File: src/rtl/foo_feeder_pkg.sv
// Purpose : shared widths, response record and index clamp for the foo lookup feeder.
// Latency : n/a (types, constants and a pure function).
// Backpressure: n/a.
package foo_feeder_pkg;

  localparam int WORD_W      = 32;
  localparam int NUM_ENTRIES = 4;
  localparam int SEL_W       = $clog2(NUM_ENTRIES);
  localparam int PIPE_LAT    = 3;

  typedef struct packed {
    logic [WORD_W-1:0] word;
    logic [SEL_W-1:0]  idx;
  } resp_t;

  // Same clamp foo applies: widen sel by one bit, add one, saturate at the last entry.
  function automatic logic [SEL_W-1:0] clamp_idx(input logic [SEL_W-1:0] sel);
    logic [SEL_W:0] w_sum;
    w_sum = {1'b0, sel} + (SEL_W+1)'(1);
    if (w_sum > (SEL_W+1)'(NUM_ENTRIES-1)) begin
      return SEL_W'(NUM_ENTRIES-1);
    end
    return w_sum[SEL_W-1:0];
  endfunction

endpackage

File: src/rtl/foo_resp_fifo.sv
// Purpose : synchronous FIFO of resp_t records; head is read from storage (no fall-through).
// Latency : a push into an empty FIFO is visible on o_vld the following cycle.
// Backpressure: o_vld/i_pop handshake on the read side; writer must hold a credit (overflow is asserted).
// Ports   : i_clk, i_rst (async, active high), i_push/i_push_dat write side,
//           i_pop/o_vld/o_head read side, o_count current occupancy.
module foo_resp_fifo
  import foo_feeder_pkg::*;
#(
  parameter int DEPTH = 5
) (
  input  logic                         i_clk,
  input  logic                         i_rst,
  input  logic                         i_push,
  input  resp_t                        i_push_dat,
  input  logic                         i_pop,
  output logic                         o_vld,
  output resp_t                        o_head,
  output logic [$clog2(DEPTH+1)-1:0]   o_count
);

  localparam int CNT_W = $clog2(DEPTH+1);
  localparam int PTR_W = (DEPTH > 1) ? $clog2(DEPTH) : 1;

  resp_t             r_mem [DEPTH];
  logic [PTR_W-1:0]  r_wr_ptr;
  logic [PTR_W-1:0]  r_rd_ptr;
  logic [CNT_W-1:0]  r_count;
  logic              w_do_push;
  logic              w_do_pop;

  // Depth need not be a power of two, so pointers wrap explicitly.
  function automatic logic [PTR_W-1:0] ptr_next(input logic [PTR_W-1:0] p);
    return (p == PTR_W'(DEPTH-1)) ? '0 : p + PTR_W'(1);
  endfunction

  assign w_do_pop  = i_pop && (r_count != '0);
  assign w_do_push = i_push && ((r_count != CNT_W'(DEPTH)) || w_do_pop);

  always_ff @(posedge i_clk or posedge i_rst) begin
    if (i_rst) begin
      for (int i = 0; i < DEPTH; i++) begin
        r_mem[i] <= '0;
      end
      r_wr_ptr <= '0;
      r_rd_ptr <= '0;
      r_count  <= '0;
    end else begin
      if (w_do_push) begin
        r_mem[r_wr_ptr] <= i_push_dat;
        r_wr_ptr        <= ptr_next(r_wr_ptr);
      end
      if (w_do_pop) begin
        r_rd_ptr <= ptr_next(r_rd_ptr);
      end
      if (w_do_push && !w_do_pop) begin
        r_count <= r_count + CNT_W'(1);
      end else if (w_do_pop && !w_do_push) begin
        r_count <= r_count - CNT_W'(1);
      end
    end
  end

  assign o_vld   = (r_count != '0);
  assign o_head  = r_mem[r_rd_ptr];
  assign o_count = r_count;

  a_no_overflow: assert property (@(posedge i_clk) disable iff (i_rst)
    !(i_push && (r_count == CNT_W'(DEPTH)) && !i_pop));

endmodule

File: src/rtl/foo_lookup_feeder.sv
// Purpose : holds the lookup table for foo, tracks foo's latency, returns results in order.
// Latency : request accepted in cycle t -> response valid in cycle t+PIPE_LAT+1.
// Backpressure: credit-limited; req_ready drops once FIFO + in-flight reaches RESP_DEPTH.
// Ports   : i_clk/i_rst; i_wr_* table write; i_req_*/o_req_ready request; o_pipe_sel/o_pipe_arr
//           to foo, i_pipe_out from foo; o_resp_valid/i_resp_ready/o_resp_data/o_resp_idx response.
module foo_lookup_feeder
  import foo_feeder_pkg::*;
#(
  parameter int RESP_DEPTH = 5
) (
  input  logic                          i_clk,
  input  logic                          i_rst,
  input  logic                          i_wr_valid,
  input  logic [SEL_W-1:0]              i_wr_idx,
  input  logic [WORD_W-1:0]             i_wr_data,
  input  logic                          i_req_valid,
  output logic                          o_req_ready,
  input  logic [SEL_W-1:0]              i_req_sel,
  output logic [SEL_W-1:0]              o_pipe_sel,
  output logic [NUM_ENTRIES*WORD_W-1:0] o_pipe_arr,
  input  logic [WORD_W-1:0]             i_pipe_out,
  output logic                          o_resp_valid,
  input  logic                          i_resp_ready,
  output logic [WORD_W-1:0]             o_resp_data,
  output logic [SEL_W-1:0]              o_resp_idx
);

  localparam int CNT_W = $clog2(RESP_DEPTH+1);

  logic [WORD_W-1:0]   r_tbl [NUM_ENTRIES];
  logic [PIPE_LAT-1:0] r_vld_sr;
  logic [SEL_W-1:0]    r_idx_sr [PIPE_LAT];
  logic                r_live;
  logic                w_fire;
  logic [CNT_W-1:0]    w_fifo_count;
  logic [CNT_W:0]      w_inflight;
  logic [CNT_W:0]      w_used;
  resp_t               w_push_dat;
  resp_t               w_head;

  assign w_fire     = i_req_valid && o_req_ready;
  assign o_pipe_sel = i_req_sel;

  for (genvar g = 0; g < NUM_ENTRIES; g++) begin : g_arr
    assign o_pipe_arr[g*WORD_W +: WORD_W] = r_tbl[g];
  end

  // Table updates at the edge; foo samples o_pipe_arr at that same edge, so a
  // same-cycle request sees the pre-write word.
  always_ff @(posedge i_clk or posedge i_rst) begin
    if (i_rst) begin
      for (int i = 0; i < NUM_ENTRIES; i++) begin
        r_tbl[i] <= '0;
      end
    end else if (i_wr_valid) begin
      r_tbl[i_wr_idx] <= i_wr_data;
    end
  end

  // Valid/index shadow of foo's pipeline; clearing it on reset drops in-flight
  // requests and makes foo's stale outputs invisible.
  always_ff @(posedge i_clk or posedge i_rst) begin
    if (i_rst) begin
      r_vld_sr <= '0;
      for (int i = 0; i < PIPE_LAT; i++) begin
        r_idx_sr[i] <= '0;
      end
      r_live <= 1'b0;
    end else begin
      r_vld_sr    <= {r_vld_sr[PIPE_LAT-2:0], w_fire};
      r_idx_sr[0] <= clamp_idx(i_req_sel);
      for (int i = 1; i < PIPE_LAT; i++) begin
        r_idx_sr[i] <= r_idx_sr[i-1];
      end
      r_live <= 1'b1;
    end
  end

  always_comb begin
    w_inflight = '0;
    for (int i = 0; i < PIPE_LAT; i++) begin
      w_inflight = w_inflight + {{CNT_W{1'b0}}, r_vld_sr[i]};
    end
  end

  // Credits come from registered state only: a pop this cycle frees its slot next cycle.
  assign w_used      = {1'b0, w_fifo_count} + w_inflight;
  assign o_req_ready = r_live && (w_used < (CNT_W+1)'(RESP_DEPTH));

  assign w_push_dat.word = i_pipe_out;
  assign w_push_dat.idx  = r_idx_sr[PIPE_LAT-1];

  foo_resp_fifo #(
    .DEPTH (RESP_DEPTH)
  ) u_resp_fifo (
    .i_clk      (i_clk),
    .i_rst      (i_rst),
    .i_push     (r_vld_sr[PIPE_LAT-1]),
    .i_push_dat (w_push_dat),
    .i_pop      (i_resp_ready),
    .o_vld      (o_resp_valid),
    .o_head     (w_head),
    .o_count    (w_fifo_count)
  );

  assign o_resp_data = w_head.word;
  assign o_resp_idx  = w_head.idx;

endmodule

File: config.mk
export PLATFORM = sky130hd
export DESIGN_NAME = foo_lookup_feeder
export DESIGN_NICKNAME = d
export VERILOG_FILES = /design/src/rtl/foo_feeder_pkg.sv /design/src/rtl/foo_resp_fifo.sv /design/src/rtl/foo_lookup_feeder.sv
export SDC_FILE = /design/constraint.sdc
export NUM_CORES = 1
export LEC_CHECK = 0
export CORE_ASPECT_RATIO = 1.2
export CORE_UTILIZATION = 40
export CTS_BUF_LIST = sky130_fd_sc_hd__clkbuf_4 sky130_fd_sc_hd__clkbuf_8
export DETAILED_ROUTE_END_ITERATION = 16
export SLEW_MARGIN = 30
export SYNTH_ARGS = -nofsm -noshare
export SYNTH_HDL_FRONTEND = slang
export SYNTH_HIERARCHICAL = 1
export SYNTH_SLANG_ARGS = --single-unit
File: constraint.sdc
create_clock -name i_clk -period 12.9 [get_ports i_clk]
set_clock_uncertainty 0.1 [all_clocks]
set_input_delay 1.935 -clock i_clk [delete_from_list [all_inputs] [get_ports i_clk]]
set_output_delay 1.935 -clock i_clk [all_outputs]
set_load 0.005 [all_outputs]
# After elaboration in Yosys (flattened, before gate mapping)
# Cells that the tools add are included.
[word_totals] ff_bits=317 latch_bits=0 mem_bits_rw=0 mem_bits_ro=0 input_bits=73 out_inout_bits=166 elab_cells=72 mem_count=0
[classes] add_sub_neg=8 n_mul=0 div_mod_pow=0 magnitude_cmp=7 n_eq_ne=3 n_shift=0 muxes=16 bitwise_logic=3 reduce_logical=13
[ops] op="$bwmux W170" n=1
[ops] op="$bwmux W128" n=1
[ops] op="$bmux W34 S3" n=1
[ops] op="$demux W34 S3" n=1
[ops] op="$mux W34" n=3
[ops] op="$demux W32 S2" n=1
[ops] op="$mux W32" n=1
[ops] op="$mux W3" n=4
[ops] op="$add A3 B1 Y3 const B" n=3
[ops] op="$ge A4 B4 Y1 const B" n=2
[ops] op="$logic_and A1 B1 Y1" n=8
[ops] op="$not A3 Y4" n=2
[ops] op="$eq A3 B3 Y1 const B" n=2
[ops] op="$add A3 B3 Y4" n=1
[ops] op="$lt A4 B1 Y1 const B" n=1
[ops] op="$lt A4 B3 Y1 const B" n=1
[ops] op="$mux W2" n=2
[ops] op="$add A2 B1 Y3" n=1
[ops] op="$add A2 B1 Y3 const B" n=1
[ops] op="$ge A3 B3 Y1 const B" n=1
[ops] op="$gt A3 B2 Y1 const B" n=1
[ops] op="$lt A3 B1 Y1 const B" n=1
[ops] op="$ne A3 B3 Y1 const B" n=1
[ops] op="$not A2 Y3" n=1
[ops] op="other kinds (7)" n=8

# Longest topological paths before layout
# Gate-level depths: netlist (run 1).
[depth] depth_word=8 ltp_mapped=10

# By module
# The synthesis (run 1) kept the hierarchy.
[modules_own_cells] module="foo_resp_fifo" n_inst=1 cells_per_inst=571 area_per_inst_um2=8355.5 seq_area_each_um2=4479.3
[modules_own_cells] module="foo_lookup_feeder" n_inst=1 cells_per_inst=303 area_per_inst_um2=5156.2 seq_area_each_um2=3453.3

# Least setup slack after synthesis (run 1)
# Ideal clock, no wire load.
[synth_timing] path_kind="register -> output" start="register u_resp_fifo.r_count[0], in the netlist u_resp_fifo/o_count[0]" end="output o_req_ready" arrival_time_ps=2171 required_time_ps=10865 setup_slack_ps=8694 stages_incl_launch_ff=8 n_path_buf=0 cell_sequence="dfrtp_1 -> fa_1 -> ha_1 -> inv_1 -> fa_1 -> nand2b_1 -> a221o_1 -> a21boi_0"
[synth_via] elab_chain_len=3
[synth_lines] item="start: declaration" line="foo_resp_fifo.sv:27" text="logic [CNT_W-1:0] r_count;"
[synth_lines] item="start signal: assignment" line="foo_resp_fifo.sv:56" text="r_count <= r_count + CNT_W'(1);"
[synth_lines] item="start signal: assignment" line="foo_resp_fifo.sv:58" text="r_count <= r_count - CNT_W'(1);"
[synth_lines] item="$add A3 B3 Y4" line="foo_lookup_feeder.sv:87" text="assign w_used = {1'b0, w_fifo_count} + w_inflight;"
[synth_lines] item="$lt A4 B3 Y1" line="foo_lookup_feeder.sv:88" text="assign o_req_ready = r_live && (w_used < (CNT_W+1)'(RESP_DEPTH));"
[synth_lines] item="$logic_and A1 B1 Y1" line="foo_lookup_feeder.sv:88"
[synth_lines] item="end: declaration" line="foo_lookup_feeder.sv:17" text="output logic o_req_ready,"
# No other way between the ends.

# Worst setup path after layout (run 1)
# Ends and elaborated chain as after synthesis.

==> results.md, run 1 <==
Placed design:
- The number of buffers added on ports is 238.
- The routability congestion estimate is 0.6998.
- The HPWL after detailed placement is 18.98 mm.

Power:
- The share of total power dissipated in sequential elements is 0.406.
- The fraction of power spent switching nets is 0.2894.
- The relative contribution of combinational cells to total power is 0.356.
- VDD sags by at most 0.0001043 V.
- For this design the ratio of total power to cell area is 214.3 nW/um2.
- The portion of total power attributed to the clock network is 0.238.
- Cell internal power was estimated by the tool at 0.002634 W.
- The reported leakage power is 7.616 nW.
- Summed over all nets, the switching power comes to 0.001073 W.

Logic synthesis:
- The number of standard cells after synthesis is 874.
- After synthesis, the share of flip-flops with an asynchronous set or reset is 1.000.
- The synthesized area per cell is 15.46 um2.
- The top cell type's share of synthesized area is 0.5871.
- The dominant synthesized flop cell is sky130_fd_sc_hd__dfrtp_1.
- In this run, distinct cell masters in the synthesized netlist total 44.
- The library cell with the largest summed area after synthesis is sky130_fd_sc_hd__dfrtp_1.
- The summed instance area of the synthesized netlist is 13,510 um2.
- After synthesis the netlist holds a flip-flop and latch count of 317.
- The synthesized net count is 957.
- The number of flops mapped to enable cells by yosys is 0.
- Ranked by total cell area, the synthesized netlist is headed by sky130_fd_sc_hd__dfrtp_1, sky130_fd_sc_hd__mux2_2, sky130_fd_sc_hd__mux2_4.
- For this run, the number of Yosys warnings is 6.
- Of the synthesized area, sequential elements account for 0.5871.

Timing:
- The worst slew slack as a fraction of its limit is 0.4320.
- The number of hold violations in the final report is 0.
- Based on the critical path, the design can be clocked at up to 186.0 MHz.
- The routed design could run at a clock period as short as 5.378 ns.
- Summed over all failing endpoints, the final setup total negative slack is 0 ns.
- The slew at the pin with the worst max-slew slack is 0.8511 ns.
- The ratio of final minimum period to clock period is 0.4169.
- Setup violations remaining at the end of the flow were counted as 0.
- Setup repair after global routing left no endpoint under its margin.
- The final-report max-slew violation count was 0.

Clock network:
- CTS built an H-tree with a depth of 2.
- The post-cts sizing count is 0.
- The clock-pin slew on the worst setup and hold paths is 0.06 ns.
- After clock tree synthesis, the setup repair step added 0 buffers.
- The clock passes through at most 3 buffers.
- The tree is rooted in a sky130_fd_sc_hd__clkbuf_8.
- The clock reaches the later pin of the worst-skew pair after 0.58 ns.
- TritonCTS built the clock tree.
- After clock tree synthesis, the flow added hold-fix buffers numbering 0.
- The clock sink total is 317.
- In this run, CTS created clock tree buffers numbering 53.

Setup path:
- The slowest cell on the critical path is sky130_fd_sc_hd__clkdlybuf4s50_1.
- Along the worst path, the maximum fanout reaches 6.
- The startpoint class of the critical path is a flip-flop.
- By startpoint and endpoint, the worst setup path is classified as reg -> out.
- The endpoint type of the worst setup path is an output pin.
- On the worst path, the slowest cell contributes a delay of 0.52 ns.
- The worst endpoint required time is 10.86 ns.
- The library cell appearing most often on the critical path is sky130_fd_sc_hd__fa_1.
- The signal on the critical path passes through fa_1, ha_1, inv_1, fa_1, nand2b_1, a221o_1, a21boi_0, clkdlybuf4s50_1.
- Data on the critical path arrives at its endpoint at 3.34 ns.

Layout:
- After filler insertion, the fill cell instance count of the layout stands at 2,867.
- The most frequent standard cell in the layout excluding fill and tap cells is sky130_fd_sc_hd__dfrtp_1.
- In the final layout, the multi-input gates occupy 5211 um2.
- The area growth from synthesis to final layout is 28.04%.
- In the final layout, the share of cells above drive strength 1 is 0.3851.
- The combined flip-flop and latch cell area is 7935 um2.
- Once layout is complete, the utilization of the core stands at 0.5218.
- The final layout contains 1,213 nets.
- The top cell types in the final layout, fill and taps aside, are sky130_fd_sc_hd__dfrtp_1, sky130_fd_sc_hd__mux2_2, sky130_fd_sc_hd__clkdlybuf4s50_1.

Floorplan:
- For this configuration, the core starts out at a cell density of 0.4075.
- The boundary pin count is 239.
- The core box area is 33,160 um2.
- The die covers 34,520 um2.
- From left edge to right edge, the die measures 169.8 um.
- The die is 203.3 um tall.
- After floorplanning, the core was divided into 73 placement rows.

Global routing:
- Entering global routing, the biggest net connects 102 pins.
- The initial antenna violation count is 2.
- The overall global routing resource usage is 0.1911.
- The number of global-route vias before repair is 8,836.
- For this run the aggregate overflow at the end of global routing stands at 0.
- The first global-routing pass estimated 50.69 mm of wire.

Job:
- Max-cap violations in this run came to 0.

Hold path:
- The min-delay analysis places its worst path in the category reg -> reg.

Routing:
- The count of nets left with antenna violations once routing finished came out at 0.
- The detailed router's first-iteration violation count is 307.
- The total detailed-routing wirelength is 31.94 mm.
- The first TritonRoute pass finished after 4 iterations.
- The wire length per cell after detailed routing is 19.85 um.
- After detailed routing, the number of remaining DRC violations is 0.
- The number of vias after detailed routing is 8,085.
- The number of vias per cell after detailed routing is 5.025.

Status:
- The flow ran to the end, and the final reports show no timing, DRC or antenna violations.
-- state kept, by name, summed over array words and instances (netlist names) --
| register | count |
|---|---|
| o_pipe_arr | 128 |
| r_live | 1 |
| u_resp_fifo/o_count | 3 |
| r_vld_sr | 3 |
| r_idx_sr | 6 |
| u_resp_fifo/r_wr_ptr | 3 |
| u_resp_fifo/r_mem | 170 |
| u_resp_fifo/r_rd_ptr | 3 |
-- per-layer routing --
metal | global-route usage | vias up | wire, um
li1 | - | 3650 | -
met3 | 0.09334 | 47 | 3454
met4 | 0.05566 | 2 | 643
met5 | 0 | - | 12
met1 | 0.2301 | 4132 | 13230
met2 | 0.3012 | 254 | 14600
-- path summary, 6_finish.rpt --
path,startpoint,endpoint,slack [ns],cells after the start
max,u_resp_fifo/o_count[0]$_DFFE_PP0P_,o_req_ready,7.52,8
min,r_idx_sr[3]$_DFF_PP0_,r_idx_sr[1]$_DFF_PP0_,0.25,0
max reg2reg,u_resp_fifo/o_count[0]$_DFFE_PP0P_,u_resp_fifo/o_count[2]$_DFFE_PP0P_,10.41,7
min reg2reg,r_idx_sr[3]$_DFF_PP0_,r_idx_sr[1]$_DFF_PP0_,0.25,0
max in group asynchronous,i_rst,u_resp_fifo/r_rd_ptr[2]$_DFFE_PP0P_,9.63,3
min in group asynchronous,i_rst,u_resp_fifo/r_mem[63]$_DFFE_PP0P_,1.83,2
-- critical path: cells and delay by family, from the launching register on --
kind	cells	cell delay, ns
AOI/OAI and AO/OA	2	0.50
adders and majority gates	3	1.15
and+or+nand+nor	1	0.07
buffers and inverters	2	0.58
DFF	1	0.46
-- through the flow --
step | cell area, um2 | setup slack [ns] | power, W | hold WS (ns) | instances
2_1_floorplan | 13510 | 6.006 | 0.002274 | 0.2312 | 874
4_1_cts | 17300 | 7.435 | 0.003764 | 0.2483 | 1608
6_report | 17300 | 7.522 | 0.003707 | 0.2477 | 1609
3_5_place_dp | 16260 | 7.931 | 0.002853 | 0.2347 | 1525
3_3_place_gp | 16240 | 7.944 | 0.002828 | 0.2343 | 1525
5_1_grt | 17300 | 7.308 | 0.003948 | 0.2603 | 1608
-- synthesized netlist by cell type (all sizes together), types with 3 or more instances --
library cell and n:
mux2 335, a221o 33, nand4 3, ha 7
a21oi 3, buf 41, nor3b 3, mux2i 34
nand2 4, fa 3, inv 12, clkbuf 10
dfrtp 317, o21ai 3, nor2 36, nand2b 6
-- power groups by stage --
stage	combinational, W	clock, W	sequential (W)
global placement	0.00132	0	0.00151
detailed placement	0.00133	0	0.00152
finish	0.00132	0.000882	0.00150
global route	0.00144	0.000962	0.00155
CTS	0.00134	0.000917	0.00151
floorplan	0.000799	0	0.00148
-- layout make-up --
cell class	instances	area share
inverters	12	0.003327
multi-input cells	494	0.3012
flip-flops and latches	317	0.4587
well taps	450	0.03255
repair buffers	252	0.1442
clock buffers	81	0.05902
diodes	1	0.0001446
clock inverters	2	0.0008679
-- logic make-up after synthesis --
kind of cell,after synthesis,synth area share
flip-flops,317,0.5871
XOR/XNOR,3,0.001945
multiplexers,369,0.3127
AO/OA/AOI/OAI,49,0.03213
adder cells (fa/ha/maj),10,0.01093
AND/OR/NAND/NOR,62,0.02565
buffers and inverters,63,0.02926
other,1,0.0002775
Note: power is estimated with default switching activity, not from simulation.
==> run 2, diff against run 1 <==
Clock period 12.9 ns to 5.04 ns, I/O delays scaled along.
==> run 2 against run 1 <==
  * Die area is the same
  * Combinational power grew to 2.6 times the previous value
  * Flip-flop and latch count stayed put
  * Hold slack improved by 0.0054 ns
  * Critical path depth is the same
  * Critical path type unchanged
  * Global-route usage up 0.45 points
  * Count of clock-buffer cells in the layout increased by 5
  * Register-to-register slack worse by 8.1 ns
  * Routed wire length is 2.6% higher
  * Non-clock buffer count grew 7
  * Total power rose to 2.7 times the previous value
  * Critical endpoint unchanged
  * Sequential power rose to 2.6 times the previous value
==> results.md, run 2 (synthesized netlist as in run 1, its figures left out) <==
Status:
- The flow ran to the end, and the final reports show no timing, DRC or antenna violations.

Power:
- The switching power was 0.002876 W (+170%).
- The reported leakage power was 7.815 nW (+2.6%).
- The total chip power was 0.01007 W (+170%).
- The portion of total power attributed to the clock network came to 0.274 (+0.036).
- The fraction of power spent switching nets is 0.2856 (-0.003778).
- The sequential share of power is 0.391 (-0.015).
- The maximum vdd ir drop is 0.0003290 V (+220%).
- The cell area power density is 568.6 nW/um2 (+170%).
- The design internal power is 0.007194 W (+170%).
- The relative contribution of combinational cells to total power is 0.335 (-0.021).

Setup path:
- The signal on the critical path passes through fa_1, ha_1, inv_1, fa_1, nand2b_1, a221o_1, a21boi_0, clkdlybuf4s50_1.
- The worst endpoint required time is 4.18 ns (-6.68 ns).
- The type of the worst setup path is reg -> out.
- The worst endpoint data arrival time is 3.38 ns (+0.04 ns).
- The slowest cell on the critical path is sky130_fd_sc_hd__fa_1.
- The length in cells of the worst reg-to-reg path was 4 (-3).
- STA classifies the critical path startpoint as a flip-flop.
- The maximum single-stage delay on the critical path is 0.52 ns (about the same).
- The library cell appearing most often on the critical path is sky130_fd_sc_hd__fa_1.
- The largest fanout on the critical path is 6 (unchanged).
- The endpoint type of the worst setup path is an output pin.

Routing:
- The number of optimization iterations in the first detailed-route pass was 7 (+3).
- The number of vias after detailed routing is 8,208 (+1.5%).
- The number of vias per cell after detailed routing is 5.026 (about the same).
- The detailed router's first-iteration violation count came to 234 (-24%).
- The total detailed-routing wirelength is 32.78 mm (+2.6%).
- The number of remaining DRC errors is 0 (unchanged).
- The post-detailed-route count of antenna-violating nets is 0 (unchanged).
- The wire length per cell after detailed routing is 20.08 um (+1.1%).

Clock network:
- The post-cts sizing count is 0 (unchanged).
- The number of buffers created by CTS was 54 (+1.9%).
- The deepest level of the CTS H-tree was 2 (unchanged).
- The total setup buffers inserted after CTS is 0 (unchanged).
- The clock-pin slew on the worst setup and hold paths is 0.06 ns (about the same).
- TritonCTS built the clock tree.
- The number of buffers inserted by hold repair at cts is 0 (unchanged).
- The tree is rooted in a sky130_fd_sc_hd__clkbuf_8.
- The clock sink total is 317 (unchanged).
- The clock latency of the later-clocked register in the worst-skew pair was 0.59 ns (about the same).
- The maximum count of clock buffers along a single path came to 3 (unchanged).

Timing:
- The final-report max-slew violation count is 0 (unchanged).
- The number of failing setup endpoints in the final timing report came to 0 (unchanged).
- In the finished design, the share of the clock period the worst path needs comes to 0.8395.
- The worst slew slack as a fraction of its limit was 0.3442 (-0.08777).
- The total negative setup slack is 0 ns (unchanged).
- The number of hold violations in the final report is 0 (unchanged).
- The slew at the pin with the worst max-slew slack is 0.9813 ns (+0.1302 ns).
- Setup repair after global routing left no endpoint under its margin.
- The worst path setup slack after routing came to 0.8089 ns (-6.713 ns).
- The routed design could run at a clock period as short as 4.231 ns.
- The timing-limited maximum frequency is 236.3 MHz.

Layout:
- The number of antenna repair diodes came to 0 (-1).
- The filler cell count was 2,802 (-2.3%).
- In the layout the commonest cells are sky130_fd_sc_hd__dfrtp_1, sky130_fd_sc_hd__mux2_2, sky130_fd_sc_hd__clkdlybuf4s50_1.
- The post-layout net count is 1,221 (+0.66%).
- u_resp_fifo/r_mem holds more flip-flops than any other register.
- The area growth from synthesis to layout is 31.07%.
- The utilization of the core after routing is 0.5341 (+0.01234).
- The area taken by multi-input logic gates is 5234 um2 (+0.43%).
- The combined flip-flop and latch cell area was 7935 um2 (unchanged).
- The library cell used most frequently in the layout, excluding fill and tap cells, is sky130_fd_sc_hd__dfrtp_1.
- The number of flip-flops under the largest register name is 170 (unchanged).
- The fraction of layout cells with a size suffix above 1 came to 0.3981 (+0.01299).

Global routing:
- The number of global-route vias before repair came to 9,140 (+3.4%).
- The wire length of the first global-routing pass is 52.23 mm (+3.0%).
- The remaining global-route overflow was 0 (unchanged).
- The largest net degree at the start of global routing came to 132 (+29%).
- The initial antenna violation count came to 0 (-2).
- The overall global routing resource usage is 0.1956 (+0.004482).

Placed design:
- The worst setup slack before clock tree synthesis was 1.437 ns (-6.494 ns).
- The routability congestion estimate is 0.7296 (+4.3%).
- The number of buffers added on ports is 238 (unchanged).
- The total half-perimeter wirelength after legalization and detailed placement is 19.90 mm (+4.8%).

Floorplan:
- The total number of placement rows is 73 (unchanged).
- The die height is 203.3 um (unchanged).
- The die area is 34,520 um2 (unchanged).
- The core box area is 33,160 um2 (unchanged).
- The boundary pin count was 239 (unchanged).
- The horizontal die dimension came to 169.8 um (unchanged).
- The initial standard-cell utilization of the core is 0.4075 (unchanged).

Hold path:
- The type of the most critical hold path is reg -> reg.
- The hold path depth was 0 (unchanged).

Job:
- The reported max-cap violation count was 0 (unchanged).
-- run 2: path summary, 6_finish.rpt --
check                                                        start                           endpoint  slack (ns)
worst max-delay path            u_resp_fifo/o_count[0]$_DFFE_PP0P_                        o_req_ready        0.81
worst min-delay path                         r_idx_sr[3]$_DFF_PP0_              r_idx_sr[1]$_DFF_PP0_        0.25
worst max register to register  u_resp_fifo/o_count[1]$_DFFE_PP0P_  u_resp_fifo/r_mem[79]$_DFFE_PP0P_        2.28
worst min register to register               r_idx_sr[3]$_DFF_PP0_              r_idx_sr[1]$_DFF_PP0_        0.25
max in group asynchronous                                    i_rst         o_pipe_arr[83]$_DFFE_PP0P_        3.35
min in group asynchronous                                    i_rst          o_pipe_arr[7]$_DFFE_PP0P_        0.51
-- run 2: critical path, delay by kind of cell (launching register included) --
| kind | cells | cell delay (ns) |
|---|---|---|
| fa+ha+maj | 3 | 1.16 |
| buf+inv | 2 | 0.58 |
| compound gates | 2 | 0.50 |
| flops | 1 | 0.46 |
| simple gates | 1 | 0.07 |
-- run 2: power groups by stage --
stage	combinational (W)	clock (W)	sequential, W
finish	0.00338	0.00276	0.00393
global route	0.00367	0.00296	0.00405
CTS	0.00342	0.00285	0.00394
detailed placement	0.00340	0	0.00396
global placement	0.00334	0	0.00394
floorplan	0.00205	0	0.00378
-- run 2: routing by layer --
layer / vias to the layer above / GRT usage / part of all wire
li1: 3699 / - / -
met1: 4191 / 0.2458 / 0.43
met2: 269 / 0.3001 / 0.45
met3: 49 / 0.08907 / 0.11
met4: 0 / 0.05985 / 0.020
met5: - / 0 / 0
-- run 2: layout make-up --
class                      instances  area share
clock buffer                      86     0.06189
clock inverter                    15     0.01307
inverter                          12    0.003038
multi-input combinational        494      0.2955
sequential                       317      0.4481
tap                              450     0.03179
timing repair buffer             259      0.1466
-- run 2: stage by stage --
stage | hold slack [ns] | instances | area (um2)
floorplan | 0.2312 | 874 | 13520
global placement | 0.2357 | 1529 | 16290
detailed placement | 0.2363 | 1531 | 16350
CTS | 0.2600 | 1632 | 17680
global route | 0.2742 | 1633 | 17710
finish | 0.2531 | 1633 | 17710
==> run 3, diff against run 2 <==
Clock period 5.04 ns to 4.1 ns, I/O delays scaled along.
==> run 3 against run 2 <==
  * Register-to-register slack lost 0.85 ns
  * First-iteration DRC count grew 40%
  * Largest cell class unchanged
  * Total power grew 18%
==> results.md, run 3 (synthesized netlist as in run 1, its figures left out) <==
Clock network:
- The clock sink total is 317 (unchanged).
- The clock latency of the later-clocked register in the worst-skew pair is 0.57 ns (-0.02 ns).
- The number of buffers created by CTS is 54 (unchanged).
- The deepest level of the CTS H-tree was 2 (unchanged).
- TritonCTS built the clock tree.
- The clock-pin slew on the worst setup and hold paths is 0.06 ns (about the same).
- The clock root buffer master is sky130_fd_sc_hd__clkbuf_8.
- The maximum count of clock buffers along a single path is 3 (unchanged).

Timing:
- The worst hold slack across all endpoints is 0.2414 ns (-0.01165 ns).
- Of the available clock period, the critical path in the final layout requires 0.8838.
- The slew at the pin with the worst max-slew slack is 0.8969 ns (-0.08443 ns).
- The final-report max-slew violation count is 0 (unchanged).
- The number of hold violations in the final report came to 0 (unchanged).
- The worst slew slack as a fraction of its limit is 0.3970 (+0.05273).
- Derived from the worst setup path, the maximum achievable clock frequency is 276.0 MHz.
- The shortest period the worst path allows is 3.624 ns.
- Setup repair after global routing left no endpoint under its margin.
- The number of failing setup endpoints in the final timing report was 0 (unchanged).
- The total negative setup slack was 0 ns (unchanged).

Power:
- The cell area power density is 678.4 nW/um2 (+19%).
- The reported leakage power came to 7.763 nW (-0.66%).
- The maximum vdd ir drop is 0.0002809 V (-15%).
- The total chip power is 0.01190 W (+18%).

Setup path:
- The slowest cell on the critical path is sky130_fd_sc_hd__fa_1.
- The largest fanout on the critical path is 2 (-4).
- The kind of cell with the highest combined delay along the critical path is adder cells.
- The total buffers and inverters traversed by the critical path is 2 (unchanged).
- The signal on the critical path passes through fa_1, ha_1, inv_1, fa_1, nand2b_1, a221o_1, a21boi_0, dlymetal6s2s_1.
- The maximum single-stage delay on the critical path was 0.54 ns (+0.02 ns).
- The worst endpoint required time is 3.38 ns (-0.80 ns).
- The startpoint class of the critical path is a flip-flop.
- The most numerous cell type found on the critical path is sky130_fd_sc_hd__fa_1.
- The worst endpoint data arrival time came to 2.91 ns (-0.47 ns).
- The endpoint type of the worst setup path is an output pin.
- The critical path is of the reg -> out type.

Routing:
- The number of vias per cell after detailed routing came to 5.047 (+0.42%).
- The post-detailed-route count of antenna-violating nets came to 0 (unchanged).
- The total detailed-routing wirelength was 32.63 mm (-0.48%).
- The number of vias after detailed routing is 8,227 (+0.23%).
- The number of optimization iterations in the first detailed-route pass is 4 (-3).
- The number of remaining DRC errors is 0 (unchanged).
- The wire length per cell after detailed routing is 20.02 um (-0.30%).
- The detailed router's first-iteration violation count is 328 (+40%).

Floorplan:
- The initial standard-cell utilization of the core is 0.4075 (unchanged).
- The boundary pin count came to 239 (unchanged).
- The total number of placement rows came to 73 (unchanged).
- The die area came to 34,520 um2 (unchanged).
- The horizontal die dimension was 169.8 um (unchanged).
- The die height is 203.3 um (unchanged).
- The core box area is 33,160 um2 (unchanged).

Global routing:
- The wire length of the first global-routing pass was 52.05 mm (-0.34%).
- The number of global-route vias before repair is 9,044 (-1.1%).
- The remaining global-route overflow is 0 (unchanged).
- The overall global routing resource usage is 0.1955 (about the same).
- The initial antenna violation count is 0 (unchanged).
- The largest net degree at the start of global routing is 92 (-30%).

Layout:
- The filler cell count is 2,881 (+2.8%).
- Leaving out fill and tap cells, the most frequent cells in the layout are sky130_fd_sc_hd__dfrtp_1, sky130_fd_sc_hd__mux2_2, sky130_fd_sc_hd__clkdlybuf4s50_1.
- The register with the most flip-flops is u_resp_fifo/r_mem.
- The combined flip-flop and latch cell area is 7936 um2 (about the same).
- The number of antenna repair diodes is 0 (unchanged).
- The number of flip-flops under the largest register name is 170 (unchanged).
- The final instance area is 17,530 um2 (-0.99%).
- The area taken by multi-input logic gates was 5204 um2 (-0.57%).
- The most frequent standard cell in the layout excluding fill and tap cells is sky130_fd_sc_hd__dfrtp_1.
- The fraction of layout cells with a size suffix above 1 is 0.3975 (-0.0006827).
- The post-layout net count is 1,224 (+0.25%).
- From synthesis to final layout, the design area changed by 29.77%.

Placed design:
- The number of buffers added on ports is 238 (unchanged).
- The routability congestion estimate was 0.7233 (-0.86%).
- The total half-perimeter wirelength after legalization and detailed placement was 20.05 mm (+0.75%).
- The area after detailed placement is 16,370 um2 (+0.11%).

Job:
- The reported max-cap violation count was 0 (unchanged).

Status:
- The flow ran to the end, and the final reports show no timing, DRC or antenna violations.

Hold path:
- The type of the most critical hold path is reg -> reg.
[run 3: where the power goes]
| part | total (W) | internal [W] | leakage, nW | switching, W |
|---|---|---|---|---|
| Combinational | 0.00420 | 0.00259 | 3.26 | 0.00161 |
| Clock | 0.00296 | 0.00172 | 0.620 | 0.00125 |
| Sequential | 0.00473 | 0.00417 | 3.88 | 0.000564 |
[run 3: cell type report]
type / instances / area share
flip-flops and latches: 317 / 0.4526
multi-input cells: 494 / 0.2968
repair buffers: 262 / 0.1499
clock buffers: 90 / 0.06422
well taps: 450 / 0.03211
inverters: 12 / 0.002997
clock inverters: 5 / 0.001427
[run 3: path summary, 6_finish.rpt]
kind                                                    start                                 end  slack [ns]  cells after the start
setup reg to reg           u_resp_fifo/o_count[0]$_DFFE_PP0P_  u_resp_fifo/o_count[2]$_DFFE_PP0P_        1.43                      8
hold reg to reg                         r_idx_sr[3]$_DFF_PP0_               r_idx_sr[1]$_DFF_PP0_        0.24                      0
max in group asynchronous                               i_rst  u_resp_fifo/o_count[0]$_DFFE_PP0P_        2.55                      3
hold / removal                          r_idx_sr[3]$_DFF_PP0_               r_idx_sr[1]$_DFF_PP0_        0.24                      0
min in group asynchronous                               i_rst          o_pipe_arr[38]$_DFFE_PP0P_        0.47                      3
setup / recovery                        r_vld_sr[0]$_DFF_PP0_                         o_req_ready        0.48                      8
[run 3: metrics by stage]
stage / utilization / std cells / worst slack (ns)
global route: 0.5289 / 1630 / 0.2794
global placement: 0.4938 / 1534 / 0.6434
finish: 0.5289 / 1630 / 0.4765
floorplan: - / 874 / 1.090
detailed placement: 0.4938 / 1534 / 0.6313
CTS: 0.5288 / 1630 / 0.01583
[run 3: repair_timing]
action	4_1_cts	5_1_grt
buffers inserted	1	0
setup endpoints to repair	1	1
gates resized for setup	1	1
hold buffers	0	0
[run 3: worst reg2reg max path, cell delays in order, from the launching register on]
cell	delay, ns
sky130_fd_sc_hd__dfrtp_2	0.41
sky130_fd_sc_hd__buf_4	0.16
sky130_fd_sc_hd__o31ai_1	0.75
sky130_fd_sc_hd__ha_1	0.33
sky130_fd_sc_hd__inv_1	0.06
sky130_fd_sc_hd__fa_1	0.37
sky130_fd_sc_hd__xor2_1	0.15
sky130_fd_sc_hd__nor2_1	0.11
sky130_fd_sc_hd__xor2_1	0.15
[run 3: per-layer routing]
metal	vias up	routed length, um	global-route usage
met5	-	0	0
met4	0	531	0.05438
met3	47	3723	0.09897
met2	274	14550	0.2986
met1	4202	13820	0.2425
li1	3704	-	-
